`src/rtl/apb_pkg.sv`:
```
// ============================================================================
//  Module   : apb_pkg
//  Purpose  : Shared types and defaults for the two-requester APB master
//             (phase state encoding, default bus widths, request bundle).
//  Ports    : none (package)
//  Options  : none
//  Revision : 1.0 - initial release
// ============================================================================
`default_nettype none

package apb_pkg;

    localparam int APB_ADDR_WIDTH = 16;
    localparam int APB_DATA_WIDTH = 32;

    typedef enum logic [1:0] {
        IDLE   = 2'd0,
        SETUP  = 2'd1,
        ACCESS = 2'd2
    } state_t;

    // Request bundle at the default widths.
    typedef struct packed {
        logic                        write;
        logic [APB_ADDR_WIDTH-1:0]   addr;
        logic [APB_DATA_WIDTH-1:0]   wdata;
        logic [APB_DATA_WIDTH/8-1:0] strb;
    } apb_req_t;

endpackage

`default_nettype wire

```
`src/rtl/apb_master_arbiter_if.sv`:
```
// ============================================================================
//  Module   : apb_master_arbiter_if
//  Purpose  : Bundles both requester handshakes and the APB master bus.
//  Ports    : none; signals reqN_* (N=0,1), PSEL/PENABLE/PWRITE/PADDR/
//             PWDATA/PSTRB, PRDATA/PREADY/PSLVERR.
//             modport master : the arbiter's view
//             modport slave  : the requesters' and slave mux's view
//  Options  : none
//  Revision : 1.0 - initial release
// ============================================================================
`default_nettype none

interface apb_master_arbiter_if #(
    parameter int ADDR_WIDTH = 16,
    parameter int DATA_WIDTH = 32
);
    localparam int STRB_WIDTH = DATA_WIDTH / 8;

    logic                  req0_valid;
    logic                  req0_write;
    logic [ADDR_WIDTH-1:0] req0_addr;
    logic [DATA_WIDTH-1:0] req0_wdata;
    logic [STRB_WIDTH-1:0] req0_strb;
    logic                  req0_accept;
    logic                  req0_done;
    logic [DATA_WIDTH-1:0] req0_rdata;
    logic                  req0_err;

    logic                  req1_valid;
    logic                  req1_write;
    logic [ADDR_WIDTH-1:0] req1_addr;
    logic [DATA_WIDTH-1:0] req1_wdata;
    logic [STRB_WIDTH-1:0] req1_strb;
    logic                  req1_accept;
    logic                  req1_done;
    logic [DATA_WIDTH-1:0] req1_rdata;
    logic                  req1_err;

    logic                  PSEL;
    logic                  PENABLE;
    logic                  PWRITE;
    logic [ADDR_WIDTH-1:0] PADDR;
    logic [DATA_WIDTH-1:0] PWDATA;
    logic [STRB_WIDTH-1:0] PSTRB;
    logic [DATA_WIDTH-1:0] PRDATA;
    logic                  PREADY;
    logic                  PSLVERR;

    modport master (
        input  req0_valid, req0_write, req0_addr, req0_wdata, req0_strb,
        output req0_accept, req0_done, req0_rdata, req0_err,
        input  req1_valid, req1_write, req1_addr, req1_wdata, req1_strb,
        output req1_accept, req1_done, req1_rdata, req1_err,
        output PSEL, PENABLE, PWRITE, PADDR, PWDATA, PSTRB,
        input  PRDATA, PREADY, PSLVERR
    );

    modport slave (
        output req0_valid, req0_write, req0_addr, req0_wdata, req0_strb,
        input  req0_accept, req0_done, req0_rdata, req0_err,
        output req1_valid, req1_write, req1_addr, req1_wdata, req1_strb,
        input  req1_accept, req1_done, req1_rdata, req1_err,
        input  PSEL, PENABLE, PWRITE, PADDR, PWDATA, PSTRB,
        output PRDATA, PREADY, PSLVERR
    );

endinterface

`default_nettype wire

```
`src/rtl/apb_rr_arbiter.sv`:
```
// ============================================================================
//  Module   : apb_rr_arbiter
//  Purpose  : Two-input round-robin grant. Grant is combinational; only the
//             last-grant pointer is registered.
//  Ports    : clk, rst_n (sync, active-low)
//             valid[1:0]  : pending requests
//             update      : a grant taken this cycle should move the pointer
//             grant_valid : at least one request pending
//             grant_idx   : winning requester
//  Options  : none
//  Revision : 1.0 - initial release
// ============================================================================
`default_nettype none

module apb_rr_arbiter (
    input  logic       clk,
    input  logic       rst_n,
    input  logic [1:0] valid,
    input  logic       update,
    output logic       grant_valid,
    output logic       grant_idx
);

    logic last_grant;

    assign grant_valid = |valid;

    // On a tie the requester that did not win last time goes next;
    // otherwise the lone requester wins.
    always_comb begin
        grant_idx = valid[1];
        if (valid == 2'b11) begin
            grant_idx = ~last_grant;
        end
    end

    // Pointer starts at 1 so requester 0 takes the first tie.
    always_ff @(posedge clk) begin
        if (!rst_n) begin
            last_grant <= 1'b1;
        end else if (update && grant_valid) begin
            last_grant <= grant_idx;
        end
    end

endmodule

`default_nettype wire

```
`src/rtl/apb_master_arbiter.sv`:
```
// ============================================================================
//  Module   : apb_master_arbiter
//  Purpose  : Two-requester APB master. Round-robin arbitration followed by
//             APB SETUP/ACCESS sequencing with wait states; read data and
//             error status are returned to the granted requester.
//  Ports    : PCLK     - clock
//             PRESETn  - synchronous active-low reset
//             bus      - apb_master_arbiter_if.master (requesters + APB)
//  Options  : APB_TIMEOUT_EN - abort a transfer with err=1 after
//             TIMEOUT_CYCLES ACCESS cycles without PREADY.
//  Revision : 1.0 - initial release
// ============================================================================
`default_nettype none

module apb_master_arbiter
    import apb_pkg::*;
#(
    parameter int ADDR_WIDTH     = APB_ADDR_WIDTH,
    parameter int DATA_WIDTH     = APB_DATA_WIDTH,
    parameter int TIMEOUT_CYCLES = 255
) (
    input  logic                 PCLK,
    input  logic                 PRESETn,
    apb_master_arbiter_if.master bus
);

    localparam int STRB_WIDTH = DATA_WIDTH / 8;

    typedef struct packed {
        logic                  write;
        logic [ADDR_WIDTH-1:0] addr;
        logic [DATA_WIDTH-1:0] wdata;
        logic [STRB_WIDTH-1:0] strb;
    } req_t;

    if (TIMEOUT_CYCLES < 1) begin : g_timeout_check
        $error("TIMEOUT_CYCLES must be at least 1");
    end

    state_t                state;
    logic                  owner;
    logic                  arb_valid;
    logic                  arb_idx;
    req_t                  req_sel;
    logic                  xfer_end;
    logic                  xfer_err;
    logic [DATA_WIDTH-1:0] xfer_rdata;

`ifdef APB_TIMEOUT_EN
    localparam int TO_WIDTH = ($clog2(TIMEOUT_CYCLES + 1) > 8) ?
                              $clog2(TIMEOUT_CYCLES + 1) : 8;
    localparam logic [TO_WIDTH-1:0] TO_LAST = TO_WIDTH'(TIMEOUT_CYCLES - 1);
    logic [TO_WIDTH-1:0] to_cnt;
`endif

    // The pointer only moves when a grant is actually taken, i.e. in IDLE.
    apb_rr_arbiter u_arb (
        .clk         (PCLK),
        .rst_n       (PRESETn),
        .valid       ({bus.req1_valid, bus.req0_valid}),
        .update      (state == IDLE),
        .grant_valid (arb_valid),
        .grant_idx   (arb_idx)
    );

    always_comb begin
        if (arb_idx) begin
            req_sel = '{bus.req1_write, bus.req1_addr, bus.req1_wdata, bus.req1_strb};
        end else begin
            req_sel = '{bus.req0_write, bus.req0_addr, bus.req0_wdata, bus.req0_strb};
        end
    end

    // Completion of the current ACCESS cycle and the result to hand back.
    always_comb begin
        xfer_end   = bus.PREADY;
        xfer_err   = bus.PSLVERR;
        xfer_rdata = bus.PWRITE ? '0 : bus.PRDATA;
`ifdef APB_TIMEOUT_EN
        // PREADY in the last allowed cycle still wins over the abort.
        if (!bus.PREADY && (to_cnt == TO_LAST)) begin
            xfer_end   = 1'b1;
            xfer_err   = 1'b1;
            xfer_rdata = '0;
        end
`endif
    end

    always_ff @(posedge PCLK) begin
        if (!PRESETn) begin
            state           <= IDLE;
            owner           <= 1'b0;
            bus.PSEL        <= 1'b0;
            bus.PENABLE     <= 1'b0;
            bus.PWRITE      <= 1'b0;
            bus.PADDR       <= '0;
            bus.PWDATA      <= '0;
            bus.PSTRB       <= '0;
            bus.req0_accept <= 1'b0;
            bus.req0_done   <= 1'b0;
            bus.req0_rdata  <= '0;
            bus.req0_err    <= 1'b0;
            bus.req1_accept <= 1'b0;
            bus.req1_done   <= 1'b0;
            bus.req1_rdata  <= '0;
            bus.req1_err    <= 1'b0;
`ifdef APB_TIMEOUT_EN
            to_cnt          <= '0;
`endif
        end else begin
            bus.req0_accept <= 1'b0;
            bus.req1_accept <= 1'b0;
            bus.req0_done   <= 1'b0;
            bus.req1_done   <= 1'b0;
            case (state)
                IDLE: begin
                    if (arb_valid) begin
                        state       <= SETUP;
                        owner       <= arb_idx;
                        bus.PSEL    <= 1'b1;
                        bus.PENABLE <= 1'b0;
                        bus.PWRITE  <= req_sel.write;
                        bus.PADDR   <= req_sel.addr;
                        bus.PWDATA  <= req_sel.wdata;
                        bus.PSTRB   <= req_sel.write ? req_sel.strb : '0;
                        if (arb_idx) begin
                            bus.req1_accept <= 1'b1;
                        end else begin
                            bus.req0_accept <= 1'b1;
                        end
                    end
                end
                SETUP: begin
                    state       <= ACCESS;
                    bus.PENABLE <= 1'b1;
`ifdef APB_TIMEOUT_EN
                    to_cnt      <= '0;
`endif
                end
                ACCESS: begin
                    if (xfer_end) begin
                        state       <= IDLE;
                        bus.PSEL    <= 1'b0;
                        bus.PENABLE <= 1'b0;
                        if (owner) begin
                            bus.req1_done  <= 1'b1;
                            bus.req1_rdata <= xfer_rdata;
                            bus.req1_err   <= xfer_err;
                        end else begin
                            bus.req0_done  <= 1'b1;
                            bus.req0_rdata <= xfer_rdata;
                            bus.req0_err   <= xfer_err;
                        end
                    end
`ifdef APB_TIMEOUT_EN
                    else begin
                        to_cnt <= to_cnt + 1'b1;
                    end
`endif
                end
                default: begin
                    state <= IDLE;
                end
            endcase
        end
    end

endmodule

`default_nettype wire

```
`src/flat_wrapper.sv`:
```
// flat-port wrapper written by rule: the top's interface ports become plain ports
module apb_master_arbiter_flat import apb_pkg::*;
#(
    parameter int ADDR_WIDTH     = APB_ADDR_WIDTH,
    parameter int DATA_WIDTH     = APB_DATA_WIDTH,
    parameter int TIMEOUT_CYCLES = 255
)
  (PCLK, PRESETn, bus_req0_valid, bus_req0_write, bus_req0_addr, bus_req0_wdata, bus_req0_strb, bus_req0_accept, bus_req0_done, bus_req0_rdata, bus_req0_err, bus_req1_valid, bus_req1_write, bus_req1_addr, bus_req1_wdata, bus_req1_strb, bus_req1_accept, bus_req1_done, bus_req1_rdata, bus_req1_err, bus_PSEL, bus_PENABLE, bus_PWRITE, bus_PADDR, bus_PWDATA, bus_PSTRB, bus_PRDATA, bus_PREADY, bus_PSLVERR);
  apb_master_arbiter_if #(.ADDR_WIDTH(ADDR_WIDTH), .DATA_WIDTH(DATA_WIDTH)) bus_i ();
  input  logic PCLK;
  input  logic PRESETn;
  input wire logic [$bits(bus_i.req0_valid)-1:0] bus_req0_valid;
  input wire logic [$bits(bus_i.req0_write)-1:0] bus_req0_write;
  input wire logic [$bits(bus_i.req0_addr)-1:0] bus_req0_addr;
  input wire logic [$bits(bus_i.req0_wdata)-1:0] bus_req0_wdata;
  input wire logic [$bits(bus_i.req0_strb)-1:0] bus_req0_strb;
  output wire logic [$bits(bus_i.req0_accept)-1:0] bus_req0_accept;
  output wire logic [$bits(bus_i.req0_done)-1:0] bus_req0_done;
  output wire logic [$bits(bus_i.req0_rdata)-1:0] bus_req0_rdata;
  output wire logic [$bits(bus_i.req0_err)-1:0] bus_req0_err;
  input wire logic [$bits(bus_i.req1_valid)-1:0] bus_req1_valid;
  input wire logic [$bits(bus_i.req1_write)-1:0] bus_req1_write;
  input wire logic [$bits(bus_i.req1_addr)-1:0] bus_req1_addr;
  input wire logic [$bits(bus_i.req1_wdata)-1:0] bus_req1_wdata;
  input wire logic [$bits(bus_i.req1_strb)-1:0] bus_req1_strb;
  output wire logic [$bits(bus_i.req1_accept)-1:0] bus_req1_accept;
  output wire logic [$bits(bus_i.req1_done)-1:0] bus_req1_done;
  output wire logic [$bits(bus_i.req1_rdata)-1:0] bus_req1_rdata;
  output wire logic [$bits(bus_i.req1_err)-1:0] bus_req1_err;
  output wire logic [$bits(bus_i.PSEL)-1:0] bus_PSEL;
  output wire logic [$bits(bus_i.PENABLE)-1:0] bus_PENABLE;
  output wire logic [$bits(bus_i.PWRITE)-1:0] bus_PWRITE;
  output wire logic [$bits(bus_i.PADDR)-1:0] bus_PADDR;
  output wire logic [$bits(bus_i.PWDATA)-1:0] bus_PWDATA;
  output wire logic [$bits(bus_i.PSTRB)-1:0] bus_PSTRB;
  input wire logic [$bits(bus_i.PRDATA)-1:0] bus_PRDATA;
  input wire logic [$bits(bus_i.PREADY)-1:0] bus_PREADY;
  input wire logic [$bits(bus_i.PSLVERR)-1:0] bus_PSLVERR;
  assign bus_i.req0_valid = bus_req0_valid;
  assign bus_i.req0_write = bus_req0_write;
  assign bus_i.req0_addr = bus_req0_addr;
  assign bus_i.req0_wdata = bus_req0_wdata;
  assign bus_i.req0_strb = bus_req0_strb;
  assign bus_req0_accept = bus_i.req0_accept;
  assign bus_req0_done = bus_i.req0_done;
  assign bus_req0_rdata = bus_i.req0_rdata;
  assign bus_req0_err = bus_i.req0_err;
  assign bus_i.req1_valid = bus_req1_valid;
  assign bus_i.req1_write = bus_req1_write;
  assign bus_i.req1_addr = bus_req1_addr;
  assign bus_i.req1_wdata = bus_req1_wdata;
  assign bus_i.req1_strb = bus_req1_strb;
  assign bus_req1_accept = bus_i.req1_accept;
  assign bus_req1_done = bus_i.req1_done;
  assign bus_req1_rdata = bus_i.req1_rdata;
  assign bus_req1_err = bus_i.req1_err;
  assign bus_PSEL = bus_i.PSEL;
  assign bus_PENABLE = bus_i.PENABLE;
  assign bus_PWRITE = bus_i.PWRITE;
  assign bus_PADDR = bus_i.PADDR;
  assign bus_PWDATA = bus_i.PWDATA;
  assign bus_PSTRB = bus_i.PSTRB;
  assign bus_i.PRDATA = bus_PRDATA;
  assign bus_i.PREADY = bus_PREADY;
  assign bus_i.PSLVERR = bus_PSLVERR;
  apb_master_arbiter #(.ADDR_WIDTH(ADDR_WIDTH), .DATA_WIDTH(DATA_WIDTH), .TIMEOUT_CYCLES(TIMEOUT_CYCLES)) u_core (.PCLK(PCLK), .PRESETn(PRESETn), .bus(bus_i));
endmodule
```
`config.mk`:
```
export PLATFORM = sky130hd
export DESIGN_NAME = apb_master_arbiter_flat
export DESIGN_NICKNAME = d
export VERILOG_FILES = /design/src/rtl/apb_pkg.sv /design/src/rtl/apb_master_arbiter_if.sv /design/src/rtl/apb_rr_arbiter.sv /design/src/rtl/apb_master_arbiter.sv /design/src/flat_wrapper.sv
export SDC_FILE = /design/constraint.sdc
export NUM_CORES = 1
export LEC_CHECK = 0
export ABC_AREA = 1
export BUFFER_PORTS_ARGS = -buffer_cell sky130_fd_sc_hd__buf_2
export CORE_AREA = 10 10 147 149
export DETAILED_ROUTE_END_ITERATION = 12
export DIE_AREA = 0 0 157 159
export PLACE_DENSITY = 0.59
export SLEW_MARGIN = 5
export SYNTH_ARGS = -nofsm -noshare
export SYNTH_HDL_FRONTEND = slang
export SYNTH_SLANG_ARGS = --single-unit
```
`constraint.sdc`:
```
create_clock -name PCLK -period 1.6 [get_ports PCLK]
set_input_delay 0.32 -clock PCLK [delete_from_list [all_inputs] [get_ports PCLK]]
set_output_delay 0.32 -clock PCLK [all_outputs]
set_load 0.005 [all_outputs]
```
==> results.py <==
metrics = {
    "timing": {
        "final-max-slew-violation-count": 0,
        "rsz0062_at_grt": "false",
        "tightest_slew_ns": 0.372,
        "period_share": 0.919,
        "relSlewSlack": 0.752,
        "fmax_ghz": 0.680,
        "final.setup_skew_ns": 0.0144,
        "setup-tns-final_ns": 0,
        "hold_viol_final": 0,
        "fin_worst_hold_slack_ns": 0.142,
        "final-setup-viol-count": 0,
        "finalWorstPathRequiredPeriod_ns": 1.47,
    },
    "placed_design": {
        "placed_wire_length_estimate_um": 14500,
        "routabilityCongestion": 0.791,
        "buffer_ports.inserted": 268,
        "dpl_cell_area_mm2": 0.00709,
    },
    "route": {
        "drtPass1Iterations": 4,
        "vias": 5836,
        "route.final.wire_length_um": 19700,
        "drtAntennaViolNets": 0,
        "via_to_cell_ratio": 4.50,
        "detail_route.iter0.violations": 214,
        "routed_wire_length_per_instance_um": 15.2,
        "drt_drc_violations_left": 0,
    },
    "worst_setup_path": {
        "start_kind": "flip-flop",
        "worstPathMaxFanout": 33,
        "crit_path_class": "flip-flop to output port",
        "crit_arrival_ns": 1.15,
        "critPathRequiredTime_ns": 1.28,
        "endpoint_kind": "output port",
    },
    "floorplan": {
        "dieHeight_um": 159,
        "die_width_um": 157,
        "dieArea_mm2": 0.0250,
        "core_mm2": 0.0186,
        "row_count": 50,
        "initial_core_util": 0.298,
        "ioPinCount": 269,
    },
    "clocking": {
        "cts_hold_buffers_added": 0,
        "cts_resized": 0,
        "insertion_delay_ns": 0.42,
        "number_of_buffers_between_clock_root_and_the_deepest_sink": 2,
        "clk_root_buffer_cell": "sky130_fd_sc_hd__clkbuf_16",
        "cts_num_sinks": 129,
        "post-cts-setup-buffer-count": 0,
        "clk_pin_slew_worst_paths_ns": 0.07,
        "cts_tree": "done",
        "cts_inserted_buffers": 17,
        "number_of_h_tree_levels": 4,
    },
    "logic_synthesis": {
        "synth.largest_area_cell": "sky130_fd_sc_hd__dfxtp_1",
        "yosys-top-cells-count": "sky130_fd_sc_hd__nand2_1, sky130_fd_sc_hd__dfxtp_1, sky130_fd_sc_hd__nor2_1",
        "share_of_the_yosys_chip_area_belonging_to_registers": 0.467,
        "ys_warn_count": 0,
        "ys_ff_latch": 129,
        "netlist-cell-type-count": 20,
        "synth_fp_nets": 950,
        "synthArstFlopShare": 0,
        "post_synth_edffs": 0,
        "synth_flop_cell": "sky130_fd_sc_hd__dfxtp_1",
        "synth_area_per_cell_um2": 6.86,
        "synth_cells": 806,
        "post-synth-top-area-fraction": 0.467,
        "yosys.cell_count.top_type": "sky130_fd_sc_hd__nand2_1",
        "synth_area_mm2": 0.00553,
        "yosys-top-cells-area": "sky130_fd_sc_hd__dfxtp_1, sky130_fd_sc_hd__nand2_1, sky130_fd_sc_hd__a21oi_1, sky130_fd_sc_hd__o21ai_0, sky130_fd_sc_hd__nor2_1",
    },
    "global_routing": {
        "number_of_global_route_vias_before_repair": 5926,
        "grt_usage": 0.155,
        "initial_antenna_violation_count": 2,
        "grt_start_max_net_pins": 67,
        "grt_first_pass_wirelength_um": 31400,
        "overflow": 0,
    },
    "finish": {
        "finish.net_count": 1194,
        "synth_to_final_area_change_pct": 39.4,
        "drive_above_1_share": 0.312,
        "num_antenna_cells": 0,
        "finish.instance_area_mm2": 0.00771,
    },
    "power": {
        "ir_drop_mv": 0.660,
        "cellPowerDensity_mw_per_mm2": 1170,
        "static_leakage_nw": 4.07,
    },
    "hold_path": {
        "hold_path_class": "input port to flip-flop",
    },
    "run": {
        "max-cap-violations": 0,
    },
    "status": {
        "outcome": "finished clean",
    },
}
## worst paths after layout
check | cells after the start | from | endpoint | slack [ns]
worst max-delay path | 2 | u_core.bus.PWRITE$_SDFFE_PN0P_ | bus_PWRITE | 0.13
worst min-delay path | 3 | bus_req0_wdata[26] | u_core.bus.PWDATA[26]$_SDFFE_PN0P_ | 0.14
worst max register to register | 7 | u_core.state[1]$_SDFFE_PN0P_ | u_core.bus.req0_rdata[22]$_SDFFE_PN0P_ | 0.28
worst min register to register | 2 | u_core.bus.PSTRB[2]$_SDFFE_PN0P_ | u_core.bus.PSTRB[2]$_SDFFE_PN0P_ | 0.45
## where the power goes
group	internal [mW]	switching, mW
sequential	3.44	0.117
clock	2.52	1.57
combinational	0.566	0.824
total	6.52	2.51
## final cells by class
| class | instances | area (um2) |
|---|---|---|
| Clock buffer | 18 | 439 |
| Clock inverter | 14 | 179 |
| Fill cell | 1979 | 10900 |
| Inverter | 88 | 330 |
| Multi-Input combinational cell | 530 | 2340 |
| Sequential cell | 129 | 2580 |
| Tap cell | 234 | 293 |
| Timing Repair Buffer | 284 | 1550 |
## state kept, by name (all words and copies together), names as in the netlist, 2 cells and up
| signal | cells |
|---|---|
| u_core.state | 2 |
| u_core.bus.PSTRB | 4 |
| u_core.bus.req1_rdata | 32 |
| u_core.bus.req0_rdata | 32 |
| u_core.bus.PWDATA | 32 |
| u_core.bus.PADDR | 16 |
## per-layer routing
layer | global-route usage | share of wire | vias to the layer above
met5 | 0 | 0.00076 | -
met4 | 0.0412 | 0.0093 | 4
met3 | 0.0920 | 0.14 | 14
met2 | 0.230 | 0.43 | 239
met1 | 0.184 | 0.43 | 2546
li1 | - | - | 3033
## worst max-delay path, cell delays in order (launching register included)
cell,delay [ns]
sky130_fd_sc_hd__dfxtp_1,0.37
sky130_fd_sc_hd__buf_12,0.21
sky130_fd_sc_hd__buf_2,0.15
## kinds of logic (layout without fill, tap and decap cells)
| kind of cell | count (synthesis) | after routing | share of synthesized area |
|---|---|---|---|
| AND/OR/NAND/NOR | 360 | 360 | 0.268 |
| AO/OA/AOI/OAI | 170 | 170 | 0.154 |
| buffers and inverters | 147 | 404 | 0.111 |
| flip-flops | 129 | 129 | 0.467 |
## metrics by stage
step	power [mW]	cells	setup slack [ns]	util
floorplan	4.39	806	0.402	-
global placement	5.04	1265	0.228	0.382
detailed placement	5.03	1265	0.181	0.382
CTS	9.16	1297	0.105	0.415
global route	9.50	1297	0.0530	0.415
finish	9.03	1297	0.130	0.415
## layout by cell type, fill, tap and decap left out, drive strengths merged
cell and instances:
nand2 216, dfxtp 129, o21ai 80, nand4 33, nor3 1, a21oi 90, nor2 103, bufinv 3
clkbuf 18, clkinv 5, buf 284, clkinvlp 2, inv 92, nand3 7
(Power assumes the default switching activity.)
